**src/rtl/rf_wb_arbiter_pkg.sv**
```systemverilog
// Shared writeback constants, grant encoding and starve-counter helper.
// Default widths mirror the core's DATAWIDTH / OPADDRWIDTH / RF_WB_STARVE_LIMIT.
package rf_wb_arbiter_pkg;

    localparam int RV_DATAWIDTH    = 32;
    localparam int RV_OPADDRWIDTH  = 5;
    localparam int RV_STARVE_LIMIT = 4;
    localparam int STARVE_CNT_W    = 4;

    typedef enum logic [1:0] {
        GRANT_NONE = 2'd0,
        GRANT_ALU  = 2'd1,
        GRANT_LOAD = 2'd2
    } grant_e;

    // Saturating increment; the counter never needs to count past the limit.
    function automatic logic [STARVE_CNT_W-1:0] starve_next(
        input logic [STARVE_CNT_W-1:0] cnt,
        input logic [STARVE_CNT_W-1:0] limit
    );
        logic [STARVE_CNT_W-1:0] result;
        result = (cnt == limit) ? cnt : cnt + 1'b1;
        return result;
    endfunction

endpackage

```
**src/rtl/rf_scoreboard.sv**
```systemverilog
// Per-register busy scoreboard with two query ports.
// With RF_WB_BYPASS_EN defined, a register being written this cycle reads as not busy and flags forwarding.
module rf_scoreboard
    import rf_wb_arbiter_pkg::*;
#(
    parameter int ADDRWIDTH = RV_OPADDRWIDTH
) (
    input  logic                 clk,
    input  logic                 rst_n,
    input  logic                 flush,
    input  logic                 issue_valid,
    input  logic [ADDRWIDTH-1:0] issue_rd,
    input  logic                 clr_en,
    input  logic [ADDRWIDTH-1:0] clr_rd,
    input  logic [ADDRWIDTH-1:0] rs1,
    input  logic [ADDRWIDTH-1:0] rs2,
    output logic                 rs1_busy,
    output logic                 rs2_busy
`ifdef RF_WB_BYPASS_EN
   ,output logic                 rs1_fwd,
    output logic                 rs2_fwd
`endif
);

    localparam int NREGS = 1 << ADDRWIDTH;

    logic [NREGS-1:0] busy;
    logic [NREGS-1:0] busy_next;
    logic [NREGS-1:0] set_mask;
    logic [NREGS-1:0] clr_mask;

    // Set is applied after clear so a re-issue in the retire cycle keeps the register busy.
    always_comb begin
        set_mask = '0;
        clr_mask = '0;
        if (issue_valid && (issue_rd != '0)) begin
            set_mask[issue_rd] = 1'b1;
        end
        if (clr_en) begin
            clr_mask[clr_rd] = 1'b1;
        end
        if (flush) begin
            busy_next = '0;
        end else begin
            busy_next = (busy & ~clr_mask) | set_mask;
        end
        busy_next[0] = 1'b0;
    end

    always_ff @(posedge clk or negedge rst_n) begin
        if (!rst_n) begin
            busy <= '0;
        end else begin
            busy <= busy_next;
        end
    end

`ifdef RF_WB_BYPASS_EN
    logic hit1;
    logic hit2;

    always_comb begin
        hit1     = clr_en && (clr_rd == rs1) && (rs1 != '0);
        hit2     = clr_en && (clr_rd == rs2) && (rs2 != '0);
        rs1_fwd  = hit1;
        rs2_fwd  = hit2;
        rs1_busy = busy[rs1] && !hit1;
        rs2_busy = busy[rs2] && !hit2;
    end
`else
    always_comb begin
        rs1_busy = busy[rs1];
        rs2_busy = busy[rs2];
    end
`endif

endmodule

```
**src/rtl/rf_wb_arbiter.sv**
```systemverilog
// Writeback arbiter for the regfile write port: load-priority grant with ALU starvation relief,
// registered write port, and busy scoreboard. Optional bypass via RF_WB_BYPASS_EN.
module rf_wb_arbiter
    import rf_wb_arbiter_pkg::*;
#(
    parameter int DATAWIDTH    = RV_DATAWIDTH,
    parameter int ADDRWIDTH    = RV_OPADDRWIDTH,
    parameter int STARVE_LIMIT = RV_STARVE_LIMIT
) (
    input  logic                 clk,
    input  logic                 rst_n,
    input  logic                 a_valid,
    input  logic [ADDRWIDTH-1:0] a_rd,
    input  logic [DATAWIDTH-1:0] a_wdata,
    output logic                 a_ready,
    input  logic                 l_valid,
    input  logic [ADDRWIDTH-1:0] l_rd,
    input  logic [DATAWIDTH-1:0] l_wdata,
    output logic                 l_ready,
    input  logic                 issue_valid,
    input  logic [ADDRWIDTH-1:0] issue_rd,
    input  logic                 flush,
    input  logic [ADDRWIDTH-1:0] rs1,
    input  logic [ADDRWIDTH-1:0] rs2,
    output logic                 rs1_busy,
    output logic                 rs2_busy,
    output logic                 rf_we,
    output logic [ADDRWIDTH-1:0] rf_rd,
    output logic [DATAWIDTH-1:0] rf_wdata
`ifdef RF_WB_BYPASS_EN
   ,output logic                 rs1_fwd,
    output logic                 rs2_fwd
`endif
);

    // STARVE_LIMIT is legal in 1..15, so four bits always hold it.
    localparam logic [STARVE_CNT_W-1:0] STARVE_LIM_C = STARVE_LIMIT[STARVE_CNT_W-1:0];

    grant_e                  grant;
    logic [STARVE_CNT_W-1:0] starve_cnt;
    logic [ADDRWIDTH-1:0]    win_rd;
    logic [DATAWIDTH-1:0]    win_wdata;
    logic                    wr_en;

    // Load wins by default; a starved ALU request takes the port once.
    always_comb begin
        grant = GRANT_NONE;
        if (rst_n) begin
            if (a_valid && (!l_valid || (starve_cnt == STARVE_LIM_C))) begin
                grant = GRANT_ALU;
            end else if (l_valid) begin
                grant = GRANT_LOAD;
            end
        end
    end

    always_comb begin
        a_ready   = (grant == GRANT_ALU);
        l_ready   = (grant == GRANT_LOAD);
        win_rd    = '0;
        win_wdata = '0;
        case (grant)
            GRANT_ALU: begin
                win_rd    = a_rd;
                win_wdata = a_wdata;
            end
            GRANT_LOAD: begin
                win_rd    = l_rd;
                win_wdata = l_wdata;
            end
            default: begin
                win_rd    = '0;
                win_wdata = '0;
            end
        endcase
        wr_en = (grant != GRANT_NONE) && (win_rd != '0);
    end

    always_ff @(posedge clk or negedge rst_n) begin
        if (!rst_n) begin
            starve_cnt <= '0;
        end else if (flush || !a_valid || a_ready) begin
            starve_cnt <= '0;
        end else begin
            starve_cnt <= starve_next(starve_cnt, STARVE_LIM_C);
        end
    end

    // Writes to x0 are accepted but never reach the regfile; address/data hold when idle.
    always_ff @(posedge clk or negedge rst_n) begin
        if (!rst_n) begin
            rf_we    <= 1'b0;
            rf_rd    <= '0;
            rf_wdata <= '0;
        end else begin
            rf_we <= wr_en;
            if (wr_en) begin
                rf_rd    <= win_rd;
                rf_wdata <= win_wdata;
            end
        end
    end

    rf_scoreboard #(
        .ADDRWIDTH (ADDRWIDTH)
    ) u_scoreboard (
        .clk         (clk),
        .rst_n       (rst_n),
        .flush       (flush),
        .issue_valid (issue_valid),
        .issue_rd    (issue_rd),
        .clr_en      (rf_we),
        .clr_rd      (rf_rd),
        .rs1         (rs1),
        .rs2         (rs2),
        .rs1_busy    (rs1_busy),
        .rs2_busy    (rs2_busy)
`ifdef RF_WB_BYPASS_EN
       ,.rs1_fwd     (rs1_fwd),
        .rs2_fwd     (rs2_fwd)
`endif
    );

endmodule

```
**config.mk**
```make
export PLATFORM = sky130hd
export DESIGN_NAME = rf_wb_arbiter
export DESIGN_NICKNAME = d
export VERILOG_FILES = /design/src/rtl/rf_wb_arbiter_pkg.sv /design/src/rtl/rf_scoreboard.sv /design/src/rtl/rf_wb_arbiter.sv
export SDC_FILE = /design/constraint.sdc
export NUM_CORES = 1
export LEC_CHECK = 0
export ABC_AREA = 0
export ABC_CLOCK_PERIOD_IN_PS = 2910
export CAP_MARGIN = 0
export CELL_PAD_IN_SITES_DETAIL_PLACEMENT = 1
export CELL_PAD_IN_SITES_GLOBAL_PLACEMENT = 1
export CORE_ASPECT_RATIO = 2
export CORE_MARGIN = 2
export CORE_UTILIZATION = 43
export DETAILED_ROUTE_END_ITERATION = 6
export DONT_BUFFER_PORTS = 1
export GPL_TIMING_DRIVEN = 0
export HOLD_SLACK_MARGIN = 0.15
export PLACE_DENSITY = 0.85
export SKIP_CTS_REPAIR_TIMING = 1
export SLEW_MARGIN = 15
export SYNTH_ARGS = -nofsm -noshare
export SYNTH_HDL_FRONTEND = slang
export SYNTH_SLANG_ARGS = --single-unit
```
**constraint.sdc**
```tcl
create_clock -name clk -period 2.91 [get_ports clk]
set_input_delay 0.582 -clock clk [delete_from_list [all_inputs] [get_ports clk]]
set_output_delay 0.582 -clock clk [all_outputs]
set_load 0.05 [all_outputs]
```
* After elaboration in Yosys (flattened, before gate mapping) *
Index checks and enable logic that the tools add are counted.

word-level totals
  register bits after elaboration = 73
  logic and storage cells = 50
  output and inout bits = 42
  input port bits = 95

operators by class
  add/subtract/negate cells = 1
  muxes and demuxes = 18
  eq/ne operators = 4
  bitwise operators = 3
  reduce and logical (&&, ||, !) cells = 13
  order comparisons = 6

operators with widths
  cell                                                  count
  two-way mux 32 bit                                    3
  case mux 32 bit (2 select lines)                      1
  bitwise AND 32 bit                                    1
  NOT 32 bit                                            1
  OR 32 bit                                             1
  < comparator 5 x 6 -> 1 bit (second input constant)   4
  binary-select mux 1 bit (select 5 bit)                2
  demux 1 bit (select 5 bit)                            2
  >= comparator 5 x 1 -> 1 bit (second input constant)  2
  case mux 5 bit (2 select lines)                       1
  nonzero test 5 bit                                    2
  two-way mux 4 bit                                     2
  two-way mux 2 bit                                     3
  logical AND 1 bit                                     5
  adder 4 x 1 -> 4 bit (second input constant)          1
  == test 4 x 3 -> 1 bit (second input constant)        1
  two-way mux 1 bit                                     4
  logical OR 1 bit                                      3
  == test 2 x 1 -> 1 bit (second input constant)        1
  == test 2 bit (second input constant)                 1
  zero test 1 bit                                       2
  != test 2 bit (second input constant)                 1
  nonzero test 2 bit                                    1

* Logic depth before layout (Yosys ltp) *
  depth after elaboration = 9
  mapped depth = 13
  depth with buffers taken out = 11

* Hierarchy *
From an unflattened synthesis, not the netlist that was laid out.

unflattened totals
  cells, all modules = 398
  area, all modules = 4182.8 sq um

by module, submodules not included
  module         instances  cells each  sequential area each (sq um)  area an instance (sq um)
  rf_wb_arbiter  1          169         1051.0                        2203.4
  rf_scoreboard  1          229         775.7                         1979.4

* Worst setup path after synthesis *
Ideal clock, no wire load.

  path type = reg2reg
  start point = register starve_cnt[0]
  end point = register rf_wdata[10]
  clock period less this slack = 3025 ps
  buffers on the path = 2
  cell stages (with the launch flop) = 13
  setup slack = -115 ps
  data required time = 2785 ps
  library setup time = 125 ps
  arrival time = 2900 ps
  path through = dfrtp_1 -> inv_1 -> ha_1 -> and3b_1 -> nand2_1 -> nand3_1 -> ha_1 -> buf_2 -> a22o_1 -> o31ai_4 -> a31oi_4 -> buf_6 -> mux2_4

on the way
  longest elaborated chain between the ends = 9
  elaborated cells on any way between the ends = 12
  those cells by class = 3 x eq/ne; 4 x mux; 5 x reduce/logical

ends and longest elaborated chain
  what                             RTL line             RTL
  start, declared                  rf_wb_arbiter.sv:40  logic [STARVE_CNT_W-1:0] starve_cnt;
  start signal, assigned           rf_wb_arbiter.sv:85  starve_cnt <= starve_next(starve_cnt, STARVE_LIM_C);
  == test 4 x 3 -> 1 bit (*)       rf_wb_arbiter.sv:49  if (a_valid && (!l_valid || (starve_cnt == STARVE_LIM_C))) begin
  logical OR 1 bit (*)             rf_wb_arbiter.sv:49
  logical AND 1 bit (*)            rf_wb_arbiter.sv:49
  two-way mux 2 bit (*)            rf_wb_arbiter.sv:49
  two-way mux 2 bit (*)            rf_wb_arbiter.sv:48  if (rst_n) begin
  == test 2 x 1 -> 1 bit (*)       n/a
  named net a_ready                rf_wb_arbiter.sv:15  output logic a_ready,
  case mux 5 bit (2 select lines)  rf_wb_arbiter.sv:62  case (grant)
  nonzero test 5 bit               rf_wb_arbiter.sv:76  wr_en = (grant != GRANT_NONE) && (win_rd != '0);
  logical AND 1 bit                rf_wb_arbiter.sv:76
  end signal, assigned             rf_wb_arbiter.sv:99  rf_wdata <= win_wdata;
  end, declared                    rf_wb_arbiter.sv:29  output logic [DATAWIDTH-1:0] rf_wdata

Mark *: on every way through the listed nets, which the timed path passes. The rest lies on a longest branch.
A chain may end at the register's enable or synchronous reset.

* Worst setup path after layout *
  start point = register starve_cnt[0]
  end point = register rf_wdata[12]

on the way
  longest elaborated chain between the ends = 9
  elaborated cells on any way between the ends = 12
  those cells by class = 3 x eq/ne; 4 x mux; 5 x reduce/logical

ends and longest elaborated chain
  what                             RTL line             RTL
  == test 4 x 3 -> 1 bit (*)       rf_wb_arbiter.sv:49
  logical OR 1 bit (*)             rf_wb_arbiter.sv:49
  logical AND 1 bit (*)            rf_wb_arbiter.sv:49
  two-way mux 2 bit (*)            rf_wb_arbiter.sv:49
  two-way mux 2 bit (*)            rf_wb_arbiter.sv:48
  == test 2 bit (*)                n/a
  named net l_ready                rf_wb_arbiter.sv:19  output logic l_ready,
  case mux 5 bit (2 select lines)  rf_wb_arbiter.sv:62
  nonzero test 5 bit               rf_wb_arbiter.sv:76
  logical AND 1 bit                rf_wb_arbiter.sv:76

Marked as above.

==> impl_metrics.py <==
metrics = {
    "status": {
        "status": "finished, final reports clean",
    },
    "power_and_ir_drop": {
        "leakagePower_nw": 2.15,
        "power_per_cell_area_nw_per_um2": 712,
        "ir_drop_v": 0.000338,
    },
    "yosys": {
        "ys_seq_area_share_pct": 43.9,
        "syn_nets": 496,
        "synth_area_leaders": "dfrtp_1 (44%), mux2_4 (9.4%), a22o_1 (7.8%)",
        "async_reset_ff_share_pct": 100,
        "synth_commonest_cells": "dfrtp_1 (73), nand2_1 (46), a21oi_1 (43)",
        "yosysWarnings": 0,
        "synth_edf_count": 0,
        "synth_top_area_share_pct": 43.9,
        "synthesis.area_um2": 4170,
        "synth.most_common_cell": "dfrtp_1",
        "synthDistinctLibCells": 33,
        "syn_inst": 396,
        "synth.ff_latch_count": 73,
        "yosysTopAreaCell": "dfrtp_1",
        "post_synth.cell_area_avg_um2": 10.5,
        "ys.flop_type": "dfrtp_1",
    },
    "sta": {
        "finalSetupViolations": 0,
        "finalCritPeriodShare_pct": 98.5,
        "fin_crit_ns": 2.87,
        "tns_ns": 0,
        "setup_ws_ns": 0.0431,
        "tightest_slew_ns": 0.748,
        "finalHoldWorstSlack_ns": 0.315,
        "relSlewSlack_pct": 49.9,
        "fmax_mhz": 349,
        "hold_viol": 0,
        "skew_ns": 0.00366,
        "drv_slew": 0,
    },
    "setup_path": {
        "crit_type": "flop to flop",
        "worst_ep_arrival_time_ns": 3.08,
        "worstSetupStartpointType": "flop",
        "end_kind": "flop",
        "cp.required_ns": 3.12,
        "crit_fanout": 7,
    },
    "floorplan": {
        "rows": 50,
        "core_area_um2": 9380,
        "dieWidth_um": 73.6,
        "ios": 137,
        "die_h_um": 143,
        "die_area_um2": 10500,
        "initial_core_util_pct": 44.4,
    },
    "drt": {
        "ant_nets": 0,
        "route.detailed.drc": 0,
        "vias": 3392,
        "detail_route.first_pass.iterations": 4,
        "drtIter0Drc": 212,
        "drt_wl_total_um": 12700,
        "avgViaCountPerCell": 6.35,
        "wl_per_cell_um": 23.7,
    },
    "global_routing": {
        "antenna_found_initial": 0,
        "grt_pass1_vias": 3767,
        "overflow": 0,
        "grt_max_degree": 76,
        "grt_pass1_wl_um": 19100,
        "grtUsageTotal_pct": 24.3,
    },
    "clock_tree": {
        "clkLatencyLatePin_ns": 0.33,
        "cts_buffers": 9,
        "ctsHtreeMaxLevel": 3,
        "cts_sinks": 73,
        "clockBufferDepth": 2,
        "clkSlewWorstSetupHoldPaths_ns": 0.06,
        "cts_root_buf": "clkbuf_16",
        "cts_tree": "yes",
    },
    "placed_design": {
        "pre_cts_ws_ns": -0.478,
        "io_buffers": 0,
        "post-dp-hpwl_um": 9410,
        "gp_congestion": 0.891,
        "place_area_um2": 4300,
    },
    "flow_run": {
        "maxCapViolations": 0,
    },
    "layout": {
        "layout-drive-gt1-share_pct": 22.3,
        "post-route-util_pct": 52.9,
        "syn_to_final_growth_pct": 19.1,
        "n_fill_cell": 1020,
        "layout.nets": 525,
        "design_area_um2": 4960,
        "diodes": 0,
    },
    "hold_path": {
        "hold_path.class": "input pin to flop",
    },
}
-- state kept, by name, summed over array words and instances (netlist names) --
signal	cells
rf_rd	5
rf_wdata	32
rf_we	1
starve_cnt	4
u_scoreboard.busy	31
-- layer usage --
metal | share of wire (%) | wire, um | global-route usage (%)
met3 | 5.9 | 742 | 6.14
met4 | 4.2 | 532 | 12.5
met1 | 32 | 4050 | 21.9
met2 | 58 | 7350 | 46.7
met5 | 0 | 0 | 0
-- per-stage QoR --
step	cells	power (W)
detailed placement	500	0.00221
floorplan	396	0.00207
global route	534	0.00366
finish	534	0.00353
CTS	516	0.00349
global placement	500	0.00218
-- critical path, cell delays in order, from the launching register on --
cell	delay (ns)
dfrtp_1	0.39
inv_2	0.08
ha_4	0.13
and3b_2	0.21
nand2_2	0.08
nand3_4	0.09
inv_2	0.06
ha_4	0.23
buf_8	0.16
a22o_4	0.26
o31ai_4	0.30
a31oi_4	0.13
buf_12	0.17
clkbuf_16	0.16
mux2_4	0.30
-- cells in the final DEF (no fill, tap or decap), types with 2 or more instances in the layout --
cell type	Yosys	layout
dfrtp_1	73	73
nand2_1	46	45
a21oi_1	43	43
a22o_1	37	35
o21ai_0	31	31
mux2_4	26	26
nand3_1	21	19
mux2i_1	18	18
clkbuf_1	17	15
buf_4	0	12
clkbuf_16	0	11
nor2_1	8	8
mux2_2	8	8
inv_1	9	6
mux4_2	6	6
buf_8	0	5
o22ai_1	5	5
nand2b_1	4	4
nor2b_1	4	4
a22oi_1	4	4
inv_2	0	3
and3b_1	4	3
nor3b_1	4	3
nand3b_1	3	3
clkbuf_2	0	3
ha_4	0	3
bufinv_16	0	3
and3_1	2	2
nor3_1	2	2
a22o_4	0	2
o211ai_1	2	2
nand4_1	2	2
xnor2_1	2	2
ha_1	5	2
-- layout make-up --
type                    count  area (um2)  area share [%]
multi-input cells         291        2270            45.7
plain buffers              23         146            2.95
well taps                 104         130            2.62
inverters                   9        33.8           0.681
clock inverters             5         103            2.07
flip-flops and latches     73        1830            36.8
repair buffers             18         209            4.21
clock buffers              11         243            4.89
-- final timing paths --
kind                                           start                     to  slack, ns  cells past startpoint
worst max-delay path                   starve_cnt[0]           rf_wdata[12]       0.04                     14
worst min-delay path                           flush  u_scoreboard.busy[31]       0.31                      1
min in group asynchronous                      rst_n            rf_wdata[9]       0.77                      2
max in group asynchronous                      rst_n  u_scoreboard.busy[19]       1.80                      2
worst min register to register  u_scoreboard.busy[1]   u_scoreboard.busy[1]       0.58                      2
worst max register to register         starve_cnt[0]           rf_wdata[12]       0.04                     14
-- cells by family after synthesis --
kind of cell	Yosys count	share of synthesized area, %
XOR/XNOR	3	0.631
adder cells (fa/ha/maj)	5	1.50
multiplexers	58	19.1
buffers and inverters	32	3.63
flip-flops	73	43.9
AND/OR/NAND/NOR	101	11.7
AO/OA/AOI/OAI	124	19.5
-- where the power goes --
part | switching (W) | internal, W | leakage [nW]
Sequential | 0.000604 | 0.00114 | 0.992
Clock | 0.000420 | 0.000860 | 0.166
Combinational | 0.000253 | 0.000257 | 0.989
Power figures use the tool's default switching activity.
